===== config.mk =====
export PLATFORM = sky130hd
export DESIGN_NAME = dino_game_sequencer_flat
export DESIGN_NICKNAME = d
export VERILOG_FILES = /design/src/rtl/dino_game_sequencer_pkg.sv /design/src/rtl/dino_game_sequencer_if.sv /design/src/rtl/dino_game_sequencer_frame_divider.sv /design/src/rtl/dino_game_sequencer.sv /design/src/flat_wrapper.sv
export SDC_FILE = /design/constraint.sdc
export NUM_CORES = 1
export LEC_CHECK = 0
export CORE_ASPECT_RATIO = 1.2
export CORE_MARGIN = 5
export CORE_UTILIZATION = 52
export CTS_CLUSTER_DIAMETER = 100
export DETAILED_ROUTE_END_ITERATION = 8
export PLACE_DENSITY = 0.87
export SYNTH_ARGS = -nofsm -noshare
export SYNTH_HDL_FRONTEND = slang
export SYNTH_SLANG_ARGS = --single-unit

===== constraint.sdc =====
create_clock -name FrameClk -period 2.4 [get_ports FrameClk]
set_input_delay 0.48 -clock FrameClk [delete_from_list [all_inputs] [get_ports FrameClk]]
set_output_delay 0.48 -clock FrameClk [all_outputs]
set_load 0.01 [all_outputs]

===== src/rtl/dino_game_sequencer_pkg.sv =====
// Shared types and widths for the dino game sequencer: game state encoding,
// score/speed widths and the score ceiling.
package dino_game_pkg;
  typedef enum logic [1:0] {
    IDLE = 2'd0,
    RUN  = 2'd1,
    DEAD = 2'd2
  } game_state_e;

  localparam int SCORE_W = 14;
  localparam int SPEED_W = 4;
  localparam logic [SCORE_W-1:0] SCORE_MAX = 14'd9999;
endpackage


===== src/rtl/dino_game_sequencer_if.sv =====
// Button/collision inputs and game-control outputs of the sequencer.
// slave = the sequencer itself, master = the surrounding game datapath.
interface dino_game_sequencer_if;
  import dino_game_pkg::*;

  logic               btnJump;
  logic               btnDuck;
  logic               collision;
  logic               onGround;
  logic               jump;
  logic               duck;
  logic               objRst;
  logic [SPEED_W-1:0] scrollSpeed;
  logic [SCORE_W-1:0] score;
  logic [1:0]         gameState;
  logic [SCORE_W-1:0] hiScore;

  modport slave (
    input  btnJump, btnDuck, collision, onGround,
    output jump, duck, objRst, scrollSpeed, score, gameState, hiScore
  );

  modport master (
    output btnJump, btnDuck, collision, onGround,
    input  jump, duck, objRst, scrollSpeed, score, gameState, hiScore
  );
endinterface


===== src/rtl/dino_game_sequencer_frame_divider.sv =====
// Enable-gated wrap counter: tick is high in the enabled frame where the
// count sits at DIV-1, after which the count wraps to zero.
module frame_divider #(
  parameter int DIV = 6
) (
  input  logic clk,
  input  logic rst,
  input  logic clr,
  input  logic en,
  output logic tick
);
  localparam int CW = (DIV > 1) ? $clog2(DIV) : 1;
  localparam logic [CW-1:0] LAST = CW'(DIV - 1);

  logic [CW-1:0] cnt_q, cnt_d;

  assign tick = en && (cnt_q == LAST);

  always_comb begin
    cnt_d = cnt_q;
    if (clr || tick) cnt_d = '0;
    else if (en)     cnt_d = cnt_q + 1'b1;
  end

  always_ff @(posedge clk) begin
    if (rst) cnt_q <= '0;
    else     cnt_q <= cnt_d;
  end
endmodule


===== src/rtl/dino_game_sequencer.sv =====
// Game life-cycle sequencer (IDLE/RUN/DEAD): jump/duck conditioning, object
// reset, scroll speed and score. Optional best-score register: HISCORE_EN.
module dino_game_sequencer
  import dino_game_pkg::*;
#(
  parameter int SPEED_INIT        = 4,
  parameter int SPEED_MAX         = 12,
  parameter int SPEED_STEP_FRAMES = 600,
  parameter int SCORE_DIV         = 6,
  parameter int JUMP_BUF_FRAMES   = 6,
  parameter int DEAD_HOLD_FRAMES  = 60
) (
  input  logic                  FrameClk,
  input  logic                  rst,
  dino_game_sequencer_if.slave  bus
);
  localparam int BUF_W  = $clog2(JUMP_BUF_FRAMES + 1);
  localparam int HOLD_W = $clog2(DEAD_HOLD_FRAMES + 1);
  localparam logic [BUF_W-1:0]   BUF_LAST = BUF_W'(JUMP_BUF_FRAMES - 1);
  localparam logic [HOLD_W-1:0]  HOLD_END = HOLD_W'(DEAD_HOLD_FRAMES);
  localparam logic [SPEED_W-1:0] SPD_INIT = SPEED_W'(SPEED_INIT);
  localparam logic [SPEED_W-1:0] SPD_MAX  = SPEED_W'(SPEED_MAX);

  game_state_e        state_q, state_d;
  logic               btn_jump_q, btn_jump_d;
  logic               jump_q, jump_d, duck_q, duck_d, obj_rst_q, obj_rst_d;
  logic [SCORE_W-1:0] score_q, score_d;
  logic [SPEED_W-1:0] speed_q, speed_d;
  logic               pend_q, pend_d;
  logic [BUF_W-1:0]   buf_q, buf_d;
  logic [HOLD_W-1:0]  hold_q, hold_d;
  logic               j_press, start, fire, run_en, score_tick, speed_tick;

  assign j_press = bus.btnJump & ~btn_jump_q;
  // The dying frame does not count as a scoring frame.
  assign run_en  = (state_q == RUN) && !bus.collision;

  frame_divider #(.DIV(SCORE_DIV)) u_score_div (
    .clk(FrameClk), .rst(rst), .clr(start), .en(run_en), .tick(score_tick)
  );

  frame_divider #(.DIV(SPEED_STEP_FRAMES)) u_speed_div (
    .clk(FrameClk), .rst(rst), .clr(start), .en(run_en), .tick(speed_tick)
  );

  always_comb begin
    state_d    = state_q;
    btn_jump_d = bus.btnJump;
    jump_d     = 1'b0;
    duck_d     = 1'b0;
    obj_rst_d  = 1'b0;
    score_d    = score_q;
    speed_d    = speed_q;
    pend_d     = pend_q;
    buf_d      = buf_q;
    hold_d     = hold_q;
    start      = 1'b0;
    fire       = 1'b0;
    case (state_q)
      IDLE: start = j_press;
      RUN: begin
        if (bus.collision) begin
          state_d = DEAD;
          pend_d  = 1'b0;
          hold_d  = '0;
        end else begin
          fire   = bus.onGround & (j_press | pend_q);
          jump_d = fire;
          duck_d = bus.btnDuck & bus.onGround & ~fire;
          if (fire) pend_d = 1'b0;
          else if (j_press) begin
            pend_d = 1'b1;
            buf_d  = '0;
          end else if (pend_q) begin
            if (buf_q == BUF_LAST) pend_d = 1'b0;
            else                   buf_d  = buf_q + 1'b1;
          end
          if (score_tick && score_q != SCORE_MAX) score_d = score_q + 1'b1;
          if (speed_tick && speed_q < SPD_MAX)    speed_d = speed_q + 1'b1;
        end
      end
      DEAD: begin
        if (hold_q < HOLD_END) hold_d = hold_q + 1'b1;
        else                   start  = j_press;
      end
      default: state_d = IDLE;
    endcase
    // The start press also arms the jump buffer, so the dino jumps on the
    // first RUN frame after objRst has repositioned it.
    if (start) begin
      state_d   = RUN;
      obj_rst_d = 1'b1;
      score_d   = '0;
      speed_d   = SPD_INIT;
      pend_d    = 1'b1;
      buf_d     = '0;
    end
  end

  always_ff @(posedge FrameClk) begin
    if (rst) begin
      state_q    <= IDLE;
      btn_jump_q <= 1'b0;
      jump_q     <= 1'b0;
      duck_q     <= 1'b0;
      obj_rst_q  <= 1'b0;
      score_q    <= '0;
      speed_q    <= SPD_INIT;
      pend_q     <= 1'b0;
      buf_q      <= '0;
      hold_q     <= '0;
    end else begin
      state_q    <= state_d;
      btn_jump_q <= btn_jump_d;
      jump_q     <= jump_d;
      duck_q     <= duck_d;
      obj_rst_q  <= obj_rst_d;
      score_q    <= score_d;
      speed_q    <= speed_d;
      pend_q     <= pend_d;
      buf_q      <= buf_d;
      hold_q     <= hold_d;
    end
  end

`ifdef HISCORE_EN
  logic [SCORE_W-1:0] hi_q, hi_d;

  always_comb begin
    hi_d = hi_q;
    if (state_q == RUN && bus.collision && score_q > hi_q) hi_d = score_q;
  end

  always_ff @(posedge FrameClk) begin
    if (rst) hi_q <= '0;
    else     hi_q <= hi_d;
  end

  assign bus.hiScore = hi_q;
`else
  assign bus.hiScore = '0;
`endif

  assign bus.jump        = jump_q;
  assign bus.duck        = duck_q;
  assign bus.objRst      = obj_rst_q;
  assign bus.scrollSpeed = speed_q;
  assign bus.score       = score_q;
  assign bus.gameState   = state_q;
endmodule


===== src/flat_wrapper.sv =====
// flat-port wrapper written by rule: the top's interface ports become plain ports
module dino_game_sequencer_flat import dino_game_pkg::*;
#(
  parameter int SPEED_INIT        = 4,
  parameter int SPEED_MAX         = 12,
  parameter int SPEED_STEP_FRAMES = 600,
  parameter int SCORE_DIV         = 6,
  parameter int JUMP_BUF_FRAMES   = 6,
  parameter int DEAD_HOLD_FRAMES  = 60
)
  (FrameClk, rst, bus_btnJump, bus_btnDuck, bus_collision, bus_onGround, bus_jump, bus_duck, bus_objRst, bus_scrollSpeed, bus_score, bus_gameState, bus_hiScore);
  dino_game_sequencer_if bus_i ();
  input  logic FrameClk;
  input  logic rst;
  input wire logic [$bits(bus_i.btnJump)-1:0] bus_btnJump;
  input wire logic [$bits(bus_i.btnDuck)-1:0] bus_btnDuck;
  input wire logic [$bits(bus_i.collision)-1:0] bus_collision;
  input wire logic [$bits(bus_i.onGround)-1:0] bus_onGround;
  output wire logic [$bits(bus_i.jump)-1:0] bus_jump;
  output wire logic [$bits(bus_i.duck)-1:0] bus_duck;
  output wire logic [$bits(bus_i.objRst)-1:0] bus_objRst;
  output wire logic [$bits(bus_i.scrollSpeed)-1:0] bus_scrollSpeed;
  output wire logic [$bits(bus_i.score)-1:0] bus_score;
  output wire logic [$bits(bus_i.gameState)-1:0] bus_gameState;
  output wire logic [$bits(bus_i.hiScore)-1:0] bus_hiScore;
  assign bus_i.btnJump = bus_btnJump;
  assign bus_i.btnDuck = bus_btnDuck;
  assign bus_i.collision = bus_collision;
  assign bus_i.onGround = bus_onGround;
  assign bus_jump = bus_i.jump;
  assign bus_duck = bus_i.duck;
  assign bus_objRst = bus_i.objRst;
  assign bus_scrollSpeed = bus_i.scrollSpeed;
  assign bus_score = bus_i.score;
  assign bus_gameState = bus_i.gameState;
  assign bus_hiScore = bus_i.hiScore;
  dino_game_sequencer #(.SPEED_INIT(SPEED_INIT), .SPEED_MAX(SPEED_MAX), .SPEED_STEP_FRAMES(SPEED_STEP_FRAMES), .SCORE_DIV(SCORE_DIV), .JUMP_BUF_FRAMES(JUMP_BUF_FRAMES), .DEAD_HOLD_FRAMES(DEAD_HOLD_FRAMES)) u_core (.FrameClk(FrameClk), .rst(rst), .bus(bus_i));
endmodule

After elaboration in Yosys (flattened, before gate mapping)

Index checks and enable logic that the tools add are counted.

Flip-flop bits (word level): 47
Bits of input ports: 6
Output and inout port bits: 37
Logic and storage cells: 84

$add $sub $neg: 6
Order comparisons: 2
Eq/ne operators: 11
Multiplexer cells: 19
Bitwise operators: 10
Reduce and logical (&&, ||, !) cells: 23

Operator list:

| cell                    | count |
|---|---|
| $add A14 B1 Y14 const B | 1 |
| $ne A14 B14 Y1 const B  | 1 |
| $mux W6                 | 2 |
| $pmux W6 S2             | 1 |
| $add A10 B1 Y10 const B | 1 |
| $eq A10 B10 Y1 const B  | 1 |
| $mux W1                 | 10 |
| $mux W3                 | 3 |
| $reduce_and A3 Y1       | 3 |
| $reduce_or A2 Y1        | 4 |
| $add A3 B1 Y3 const B   | 2 |
| $add A6 B1 Y6 const B   | 1 |
| $eq A3 B3 Y1 const B    | 2 |
| $lt A6 B6 Y1 const B    | 1 |
| $ne A2 B1 Y1 const B    | 3 |
| $reduce_bool A2 Y1      | 3 |
| $logic_and A1 B1 Y1     | 5 |
| $not A1 Y1              | 5 |
| $reduce_and A5 Y1       | 1 |
| $add A4 B1 Y4 const B   | 1 |
| $and A1 B1 Y1           | 4 |
| $lt A4 B4 Y1 const B    | 1 |
| $pmux W2 S2             | 1 |
| $reduce_and A2 Y1       | 2 |
| 11 further kinds        | 12 |

Depth between registers and ports, before layout

Gate-level depths: netlist of the first run.

Depth in word-level cells: 8
Mapped depth: 8
Gate-level depth less buffers: 6

Cells and area by module

From an unflattened synthesis of the first run, not the netlist that was laid out.

Cells, all modules: 263
Area, all modules: 2402.3 um2

By module, submodules not included:

| module                              | times used | cells an instance | area an instance (um2) | seq. area each (um2) |
|---|---|---|---|---|
| dino_game_sequencer                 | 1          | 201               | 1800.5                 | 680.7 |
| frame_divider at u_core.u_speed_div | 1          | 46                | 444.2                  | 200.2 |
| frame_divider at u_core.u_score_div | 1          | 16                | 157.7                  | 60.1 |

Least setup slack after synthesis of the first run

No wires, ideal clock.

Path kind: register to register
Start point: register u_core.score_q[0] (netlist: u_core.bus.score[0])
End point: register u_core.score_q[11] (netlist: u_core.bus.score[11])
Library setup time: 0.071 ns
Arrival: 1.716 ns
Data required time: 2.329 ns
Slack: 0.614 ns
Stages on the path, launching flop included: 8
Buffers on the path: 2
Period minus slack after synthesis: 1.786 ns
Cell sequence: dfxtp_1 -> ha_1 -> and2_1 -> and4_1 -> buf_6 -> buf_6 -> or4_1 -> a21oi_1

Word-level cells in the longest chain between the ends: 3
Elaborated cells on any way between the ends: 4
Those cells by class: add/sub (1); eq/ne (1); reduce/logical (2)

Ends and longest elaborated chain:

| what                                                                    | RTL line                   | source |
|---|---|---|
| from (decl)                                                             | dino_game_sequencer.sv:27  | `logic [SCORE_W-1:0] score_q, score_d;` |
| from (signal assigned)                                                  | dino_game_sequencer.sv:118 | `score_q <= score_d;` |
| parallel branches: the longest is 3 deep, another holds $add A14 B1 Y14 | n/a                        |  |

Parallel ways; which one is timed is not known.
A chain may end at the register's enable or synchronous reset.

Final worst setup path of the first run

Start point: input port bus_collision
End point: register u_core.score_q[10] (netlist: u_core.bus.score[10])

Word-level cells in the longest chain between the ends: 5
Elaborated cells on any way between the ends: 6
Those cells by class: bitwise (1); reduce/logical (5)

Ends and longest elaborated chain:

| what                                 | RTL line                                | source |
|---|---|---|
| from (decl)                          | flat_wrapper.sv:17                      | `input wire logic [$bits(bus_i.collision)-1:0] bus_collision;` |
| $logic_not A1 Y1                     | dino_game_sequencer.sv:36               | `assign run_en = (state_q == RUN) && !bus.collision;` |
| $logic_and A1 B1 Y1                  | dino_game_sequencer.sv:36               |  |
| $logic_and A1 B1 Y1                  | dino_game_sequencer_frame_divider.sv:17 | `assign tick = en && (cnt_q == LAST);` |
| $logic_and A1 B1 Y1                  | dino_game_sequencer.sv:78               | `if (score_tick && score_q != SCORE_MAX) score_d = score_q + 1'b1;` |
| $reduce_and A3 Y1 (no source line) * | n/a                                     |  |

Mark *: on every way between the ends. The rest lies on a longest branch, timed or not.

==> impl_metrics.sql, run 1 <==
INSERT INTO impl_metrics (metric_group, metric, value, unit) VALUES
('logic_synthesis', 'synthFlopType', 'sky130_fd_sc_hd__dfxtp_1', ''),
('cts', 'max-clock-path-buffers', '2', ''),
('placed_design', 'placed_cells', '355', ''),
('floorplan', 'row_count', '27', ''),
('cts', 'cts-root-buf', 'sky130_fd_sc_hd__clkbuf_8', ''),
('sta', 'post-route-min-period', '1.96', 'ns'),
('global_routing', 'grt_max_degree', '28', ''),
('status', 'run_status', 'completed', ''),
('setup_path', 'regToRegSetupSlack', '0.46', 'ns'),
('sta', 'hold_violations', '0', ''),
('route', 'route.detailed.drc', '0', ''),
('worst_hold_path', 'min_delay_path_depth', '2', ''),
('layout', 'layout_commonest_cell', 'sky130_fd_sc_hd__dfxtp_1', ''),
('logic_synthesis', 'synth.avg_cell_area', '8.73', 'um2'),
('placed_design', 'gp_routability_congestion', '0.857', ''),
('floorplan', 'die_width', '71.9', 'um'),
('cts', 'cts.repair_timing.setup_buffer_count', '0', ''),
('sta', 'fin_worst_hold_slack', '0.480', 'ns'),
('placed_design', 'numPortBuffers', '28', ''),
('sta', 'setup_repair_after_global_routing_missed_its_margin', 'no', ''),
('cts', 'cts_tree', 'done', ''),
('route', 'final_antenna_net_count', '0', ''),
('setup_path', 'critPathArrivalTime', '2.20', 'ns'),
('setup_path', 'r2r_end', 'u_core.bus.score[9]$_SDFFE_PP0P_', ''),
('setup_path', 'end_kind', 'flop', ''),
('route', 'first_pass_iters', '4', ''),
('setup_path', 'required_time_worst_endpoint', '2.64', 'ns'),
('sta', 'final_setup_skew', '0.0105', 'ns'),
('run', 'max_cap_viol_count', '0', ''),
('logic_synthesis', 'synth_edf_count', '0', ''),
('layout', 'antenna_cells_inserted', '0', ''),
('sta', 'report.final.slew_viol_count', '0', ''),
('route', 'drt-vias-per-instance', '5.72', ''),
('floorplan', 'die_h', '84.3', 'um'),
('route', 'first_iter_violations', '172', ''),
('worst_hold_path', 'worstHoldPathType', 'flop to flop', ''),
('floorplan', 'ioPinCount', '43', ''),
('sta', 'maxClockFrequency', '0.511', 'GHz'),
('worst_hold_path', 'whs_endpoint', 'u_core.hold_q[1]$_SDFFE_PP0P_', ''),
('floorplan', 'design.die.area', '0.00606', 'mm2'),
('global_routing', 'first_global_vias', '1974', ''),
('layout', 'mostFrequentLayoutCells', 'sky130_fd_sc_hd__dfxtp_1, sky130_fd_sc_hd__a21oi_1, sky130_fd_sc_hd__clkdlybuf4s50_1', ''),
('cts', 'worst_skew_pair.late_latency', '0.30', 'ns'),
('setup_path', 'crit_type', 'primary input to flop', ''),
('logic_synthesis', 'postSynth.asyncResetShare', '0', '%'),
('sta', 'timing_worst_slew_pin_value', '0.729', 'ns'),
('global_routing', 'global_route.overflow_total', '0', ''),
('floorplan', 'floorplan.initialDensity', '52.8', '%'),
('layout', 'finish.net_count', '318', ''),
('global_routing', 'grt_usage', '16.4', '%'),
('layout', 'final_layout_size_suffix_gt1_share', '6.89', '%'),
('setup_path', 'reg2reg_depth', '5', ''),
('power', 'power.leakage', '0.915', 'nW'),
('logic_synthesis', 'ys_seq_area_share', '39.4', '%'),
('cts', 'cts_hold_repair.buffers', '0', ''),
('route', 'totalWireLength', '4.78', 'mm'),
('logic_synthesis', 'synth-warning-count', '0', ''),
('floorplan', 'core', '0.00453', 'mm2'),
('logic_synthesis', 'synthCells', '274', ''),
('route', 'vias', '2078', ''),
('cts', 'cts_sinks', '47', ''),
('cts', 'cts_buffers', '5', ''),
('setup_path', 'worst-path-max-fanout', '10', ''),
('placed_design', 'place.detailed.hpwl', '3.53', 'mm'),
('route', 'detail_route.wl_per_cell', '13.2', 'um'),
('layout', 'fin_cells', '363', ''),
('sta', 'timing.max_slew.rel_slack', '51.4', '%'),
('logic_synthesis', 'synth_cell_type_count', '46', ''),
('setup_path', 'cp-startpoint', 'bus_collision', ''),
('power', 'pwr_density_cell', '493', 'mW/mm2'),
('sta', 'setup_total_negative_slack', '0', 'ns');
-- synth_stat cells, drive strengths merged, types with 2 or more instances --
cell / n / area (um2)
dfxtp: 47 / 941
a21oi: 29 / 145
buf: 23 / 181
nand2: 16 / 60.1
nor2: 16 / 60.1
inv: 11 / 41.3
o21ai: 11 / 55.1
nand3: 10 / 55.1
nand4: 10 / 62.6
o31ai: 10 / 75.1
or4: 10 / 75.1
ha: 8 / 100
nor3: 7 / 35.0
or3: 7 / 43.8
nor4: 6 / 43.8
xnor2: 6 / 52.6
and2: 5 / 31.3
xor2: 5 / 43.8
and4: 4 / 35.0
clkbuf: 4 / 15.0
nor3b: 3 / 27.5
nor4b: 3 / 32.5
a31oi: 2 / 12.5
nand3b: 2 / 15.0
nor2b: 2 / 12.5
nor4bb: 2 / 20.0
o211ai: 2 / 15.0
or3b: 2 / 17.5
-- report_power, final --
part / switching [mW] / total, mW / leakage [nW] / internal, mW
Sequential: 0.00861 / 0.796 / 0.380 / 0.787
Combinational: 0.0623 / 0.105 / 0.494 / 0.0426
Clock: 0.256 / 0.460 / 0.0412 / 0.204
-- state kept, by name, indices dropped and copies added, names as in the netlist --
signal,count
u_core.bus.score,14
u_core.u_speed_div.cnt_q,10
u_core.hold_q,6
u_core.bus.scrollSpeed,4
u_core.buf_q,3
u_core.u_score_div.cnt_q,3
u_core.bus.gameState,2
u_core.btn_jump_q,1
u_core.bus.duck,1
u_core.bus.jump,1
u_core.bus.objRst,1
u_core.pend_q,1
-- routing by layer --
metal  track usage (%)  wire length, um
met2              30.6             2480
met5                 0                0
met4              6.84               87
met1              17.7             2000
met3              3.11              213
-- how the worst max path moves through the flow --
stage | endpoint | slack (ns) | cells after the start
after floorplan | u_core.bus.score[11]$_SDFFE_PP0P_ | 0.61 | 7
after global placement | u_core.bus.score[10]$_SDFFE_PP0P_ | 0.16 | 6
after detailed placement | u_core.bus.score[10]$_SDFFE_PP0P_ | 0.14 | 6
after CTS | u_core.bus.score[9]$_SDFFE_PP0P_ | 0.45 | 5
after global routing | u_core.bus.score[1]$_SDFFE_PP0P_ | 0.24 | 4
final | u_core.bus.score[10]$_SDFFE_PP0P_ | 0.44 | 6
-- worst max-delay path: stages --
cell and delay, ns:
sky130_fd_sc_hd__clkdlybuf4s50_1 0.49, sky130_fd_sc_hd__nor3b_2 0.22, sky130_fd_sc_hd__buf_4 0.20, sky130_fd_sc_hd__nand3_2 0.17
sky130_fd_sc_hd__or4_1 0.50, sky130_fd_sc_hd__a21oi_1 0.14
-- area by class of cell --
class,instances,area (um2)
Clock inverter,2,12.5
Tap cell,58,72.6
Fill cell,413,1770
Clock buffer,6,72.6
Timing Repair Buffer,37,360
Sequential cell,47,941
Multi-Input combinational cell,202,1260
Inverter,11,41.3
-- logic make-up (layout without fill, tap and decap cells) --
group / after synthesis / in the layout / synth area share (%)
buf+inv: 38 / 56 / 9.94
simple gates: 109 / 109 / 27.5
mux: 1 / 1 / 0.419
fa+ha+maj: 8 / 8 / 4.19
xor+xnor: 11 / 11 / 4.03
other cells: 1 / 14 / 0.157
flops: 47 / 47 / 39.4
compound gates: 59 / 59 / 14.4
-- metrics by stage --
stage               setup WS (ns)  util, %  instance area (um2)  power, mW
floorplan                   0.614        -                 2440      0.893
detailed placement          0.136     59.1                 2680      0.919
global placement            0.163     59.1                 2680      0.915
finish                      0.441     61.0                 2760       1.36
CTS                         0.454     61.0                 2760       1.38
global route                0.239     61.0                 2760       1.42
Power figures use the tool's default switching activity.
==> run 2: changes to the inputs <==
==> constraint.sdc (replaced) <==
create_clock -name FrameClk -period 2 [get_ports FrameClk]
set_input_delay 0.4 -clock FrameClk [delete_from_list [all_inputs] [get_ports FrameClk]]
set_output_delay 0.4 -clock FrameClk [all_outputs]
set_load 0.01 [all_outputs]
==> impl_metrics.sql, run 2 (synthesis results as in run 1) <==
INSERT INTO impl_metrics (metric_group, metric, value, unit) VALUES
('setup_path', 'end_kind', 'flop', ''),
('placed_design', 'placed_cells', '373', ''),
('route', 'detail_route.wl_per_cell', '14.0', 'um'),
('cts', 'cts_tree', 'done', ''),
('route', 'totalWireLength', '5.35', 'mm'),
('route', 'first_pass_iters', '4', ''),
('cts', 'cts-root-buf', 'sky130_fd_sc_hd__clkbuf_8', ''),
('sta', 'maxClockFrequency', '0.532', 'GHz'),
('sta', 'setup-violations-final', '0', ''),
('route', 'final_antenna_net_count', '0', ''),
('global_routing', 'grt_first_pass_wirelength', '9.10', 'mm'),
('cts', 'max-clock-path-buffers', '2', ''),
('cts', 'clkTransAtPathRegs', '0.09', 'ns'),
('setup_path', 'worst_path_largest_cell_delay', '0.46', 'ns'),
('layout', 'layout_commonest_cell', 'sky130_fd_sc_hd__dfxtp_1', ''),
('route', 'vias', '2175', ''),
('placed_design', 'numPortBuffers', '28', ''),
('cts', 'cts_sinks', '47', ''),
('layout', 'finish.net_count', '336', ''),
('setup_path', 'required_time_worst_endpoint', '2.24', 'ns'),
('setup_path', 'crit_type', 'primary input to flop', ''),
('setup_path', 'critPathArrivalTime', '2.12', 'ns'),
('sta', 'hold_violations', '0', ''),
('sta', 'report.final.slew_viol_count', '0', ''),
('setup_path', 'regToRegSetupSlack', '0.18', 'ns'),
('route', 'drt-vias-per-instance', '5.71', ''),
('status', 'run_status', 'completed', ''),
('placed_design', 'place_worst_setup_slack', '-0.161', 'ns'),
('layout', 'fin_cells', '381', ''),
('layout', 'synthToLayoutAreaGrowth', '23.3', '%'),
('setup_path', 'cpLargestDelayFamily', 'simple AND/OR/NAND/NOR gates', ''),
('layout', 'antenna_cells_inserted', '0', ''),
('setup_path', 'worst-path-max-fanout', '9', ''),
('layout', 'final_layout_size_suffix_gt1_share', '12.4', '%'),
('floorplan', 'floorplan.initialDensity', '52.8', '%'),
('global_routing', 'antenna_found_initial', '0', ''),
('run', 'max_cap_viol_count', '0', ''),
('global_routing', 'first_global_vias', '2142', ''),
('route', 'first_iter_violations', '141', ''),
('global_routing', 'grt_usage', '18.4', '%'),
('sta', 'setup_repair_after_global_routing_missed_its_margin', 'no', ''),
('setup_path', 'start_kind', 'primary input', ''),
('global_routing', 'grt_max_degree', '21', ''),
('route', 'route.detailed.drc', '0', ''),
('cts', 'cts_hold_repair.buffers', '0', ''),
('cts', 'htree_num_levels', '2', ''),
('floorplan', 'die_h', '84.3', 'um'),
('setup_path', 'critPathBufInv', '2', ''),
('sta', 'setup_total_negative_slack', '0', 'ns'),
('sta', 'final_setup_skew', '0.00622', 'ns'),
('cts', 'worst_skew_pair.late_latency', '0.30', 'ns'),
('cts', 'cts_buffers', '5', ''),
('sta', 'post-route-min-period', '1.88', 'ns'),
('placed_design', 'gp_routability_congestion', '0.845', ''),
('floorplan', 'core', '0.00453', 'mm2'),
('floorplan', 'ioPinCount', '43', ''),
('cts', 'cts.repair_timing.setup_buffer_count', '0', ''),
('sta', 'finalWorstSetupSlack', '0.121', 'ns'),
('floorplan', 'die_width', '71.9', 'um'),
('setup_path', 'critical_path.cell_chain', 'clkdlybuf4s50_1 -> nor3b_2 -> nand4_1 -> buf_4 -> or4_1 -> a21oi_1', ''),
('power', 'ir_worst_vdd', '385', 'uV'),
('cts', 'post_cts_resize_count', '0', ''),
('power', 'pwr_density_cell', '652', 'mW/mm2'),
('floorplan', 'row_count', '27', ''),
('global_routing', 'global_route.overflow_total', '0', ''),
('layout', 'largest_reg_flops', '14', ''),
('sta', 'finalCritPeriodShare', '93.9', '%'),
('floorplan', 'design.die.area', '0.00606', 'mm2'),
('layout', 'mostFrequentLayoutCells', 'sky130_fd_sc_hd__dfxtp_1, sky130_fd_sc_hd__a21oi_1, sky130_fd_sc_hd__clkdlybuf4s50_1', ''),
('power', 'power.leakage', '1.02', 'nW'),
('worst_hold_path', 'worstHoldPathType', 'flop to flop', ''),
('placed_design', 'place.detailed.hpwl', '3.82', 'mm'),
('setup_path', 'slowest_stage', 'sky130_fd_sc_hd__clkdlybuf4s50_1', '');
[run 2: final timing paths]
check | startpoint | to | depth (start not counted)
worst min-delay path | u_core.hold_q[1]$_SDFFE_PP0P_ | u_core.hold_q[1]$_SDFFE_PP0P_ | 2
worst max-delay path | bus_collision | u_core.bus.score[9]$_SDFFE_PP0P_ | 6
worst min register to register | u_core.hold_q[1]$_SDFFE_PP0P_ | u_core.hold_q[1]$_SDFFE_PP0P_ | 2
worst max register to register | u_core.bus.score[1]$_SDFFE_PP0P_ | u_core.bus.score[12]$_SDFFE_PP0P_ | 6
[run 2: cell type report]
cell class,instances,area (um2)
clock buffers,5,68.8
clock inverters,3,67.6
fillers,394,1580
inverters,11,41.3
multi-input cells,202,1260
flip-flops and latches,47,941
well taps,58,72.6
repair buffers,55,495
[run 2: metal layers]
layer | part of all wire (%) | GRT usage [%] | routed length (um)
met1 | 40 | 19.4 | 2120
met2 | 53 | 33.7 | 2820
met3 | 4.0 | 3.11 | 216
met4 | 3.6 | 10.3 | 195
met5 | 0 | 0 | 0
[run 2: through the flow]
stage | util, % | hold WS, ns | cell area, um2 | power, mW
global route | 65.1 | 0.507 | 2950 | 1.98
floorplan | - | 0.449 | 2440 | 1.07
CTS | 65.1 | 0.485 | 2950 | 1.93
global placement | 62.1 | 0.459 | 2810 | 1.11
detailed placement | 62.1 | 0.471 | 2810 | 1.11
finish | 65.1 | 0.484 | 2950 | 1.92
[run 2: power by group]
group / switching [mW] / internal [mW]
combinational: 0.0770 / 0.0610
clock: 0.331 / 0.498
sequential: 0.0104 / 0.945
[run 2: tightest hold or removal path: cells and delay by family, from the launching register on]
family,cells,cell delay [ns]
DFF,1,0.33
and+or+nand+nor,1,0.06
AOI/OAI and AO/OA,1,0.05
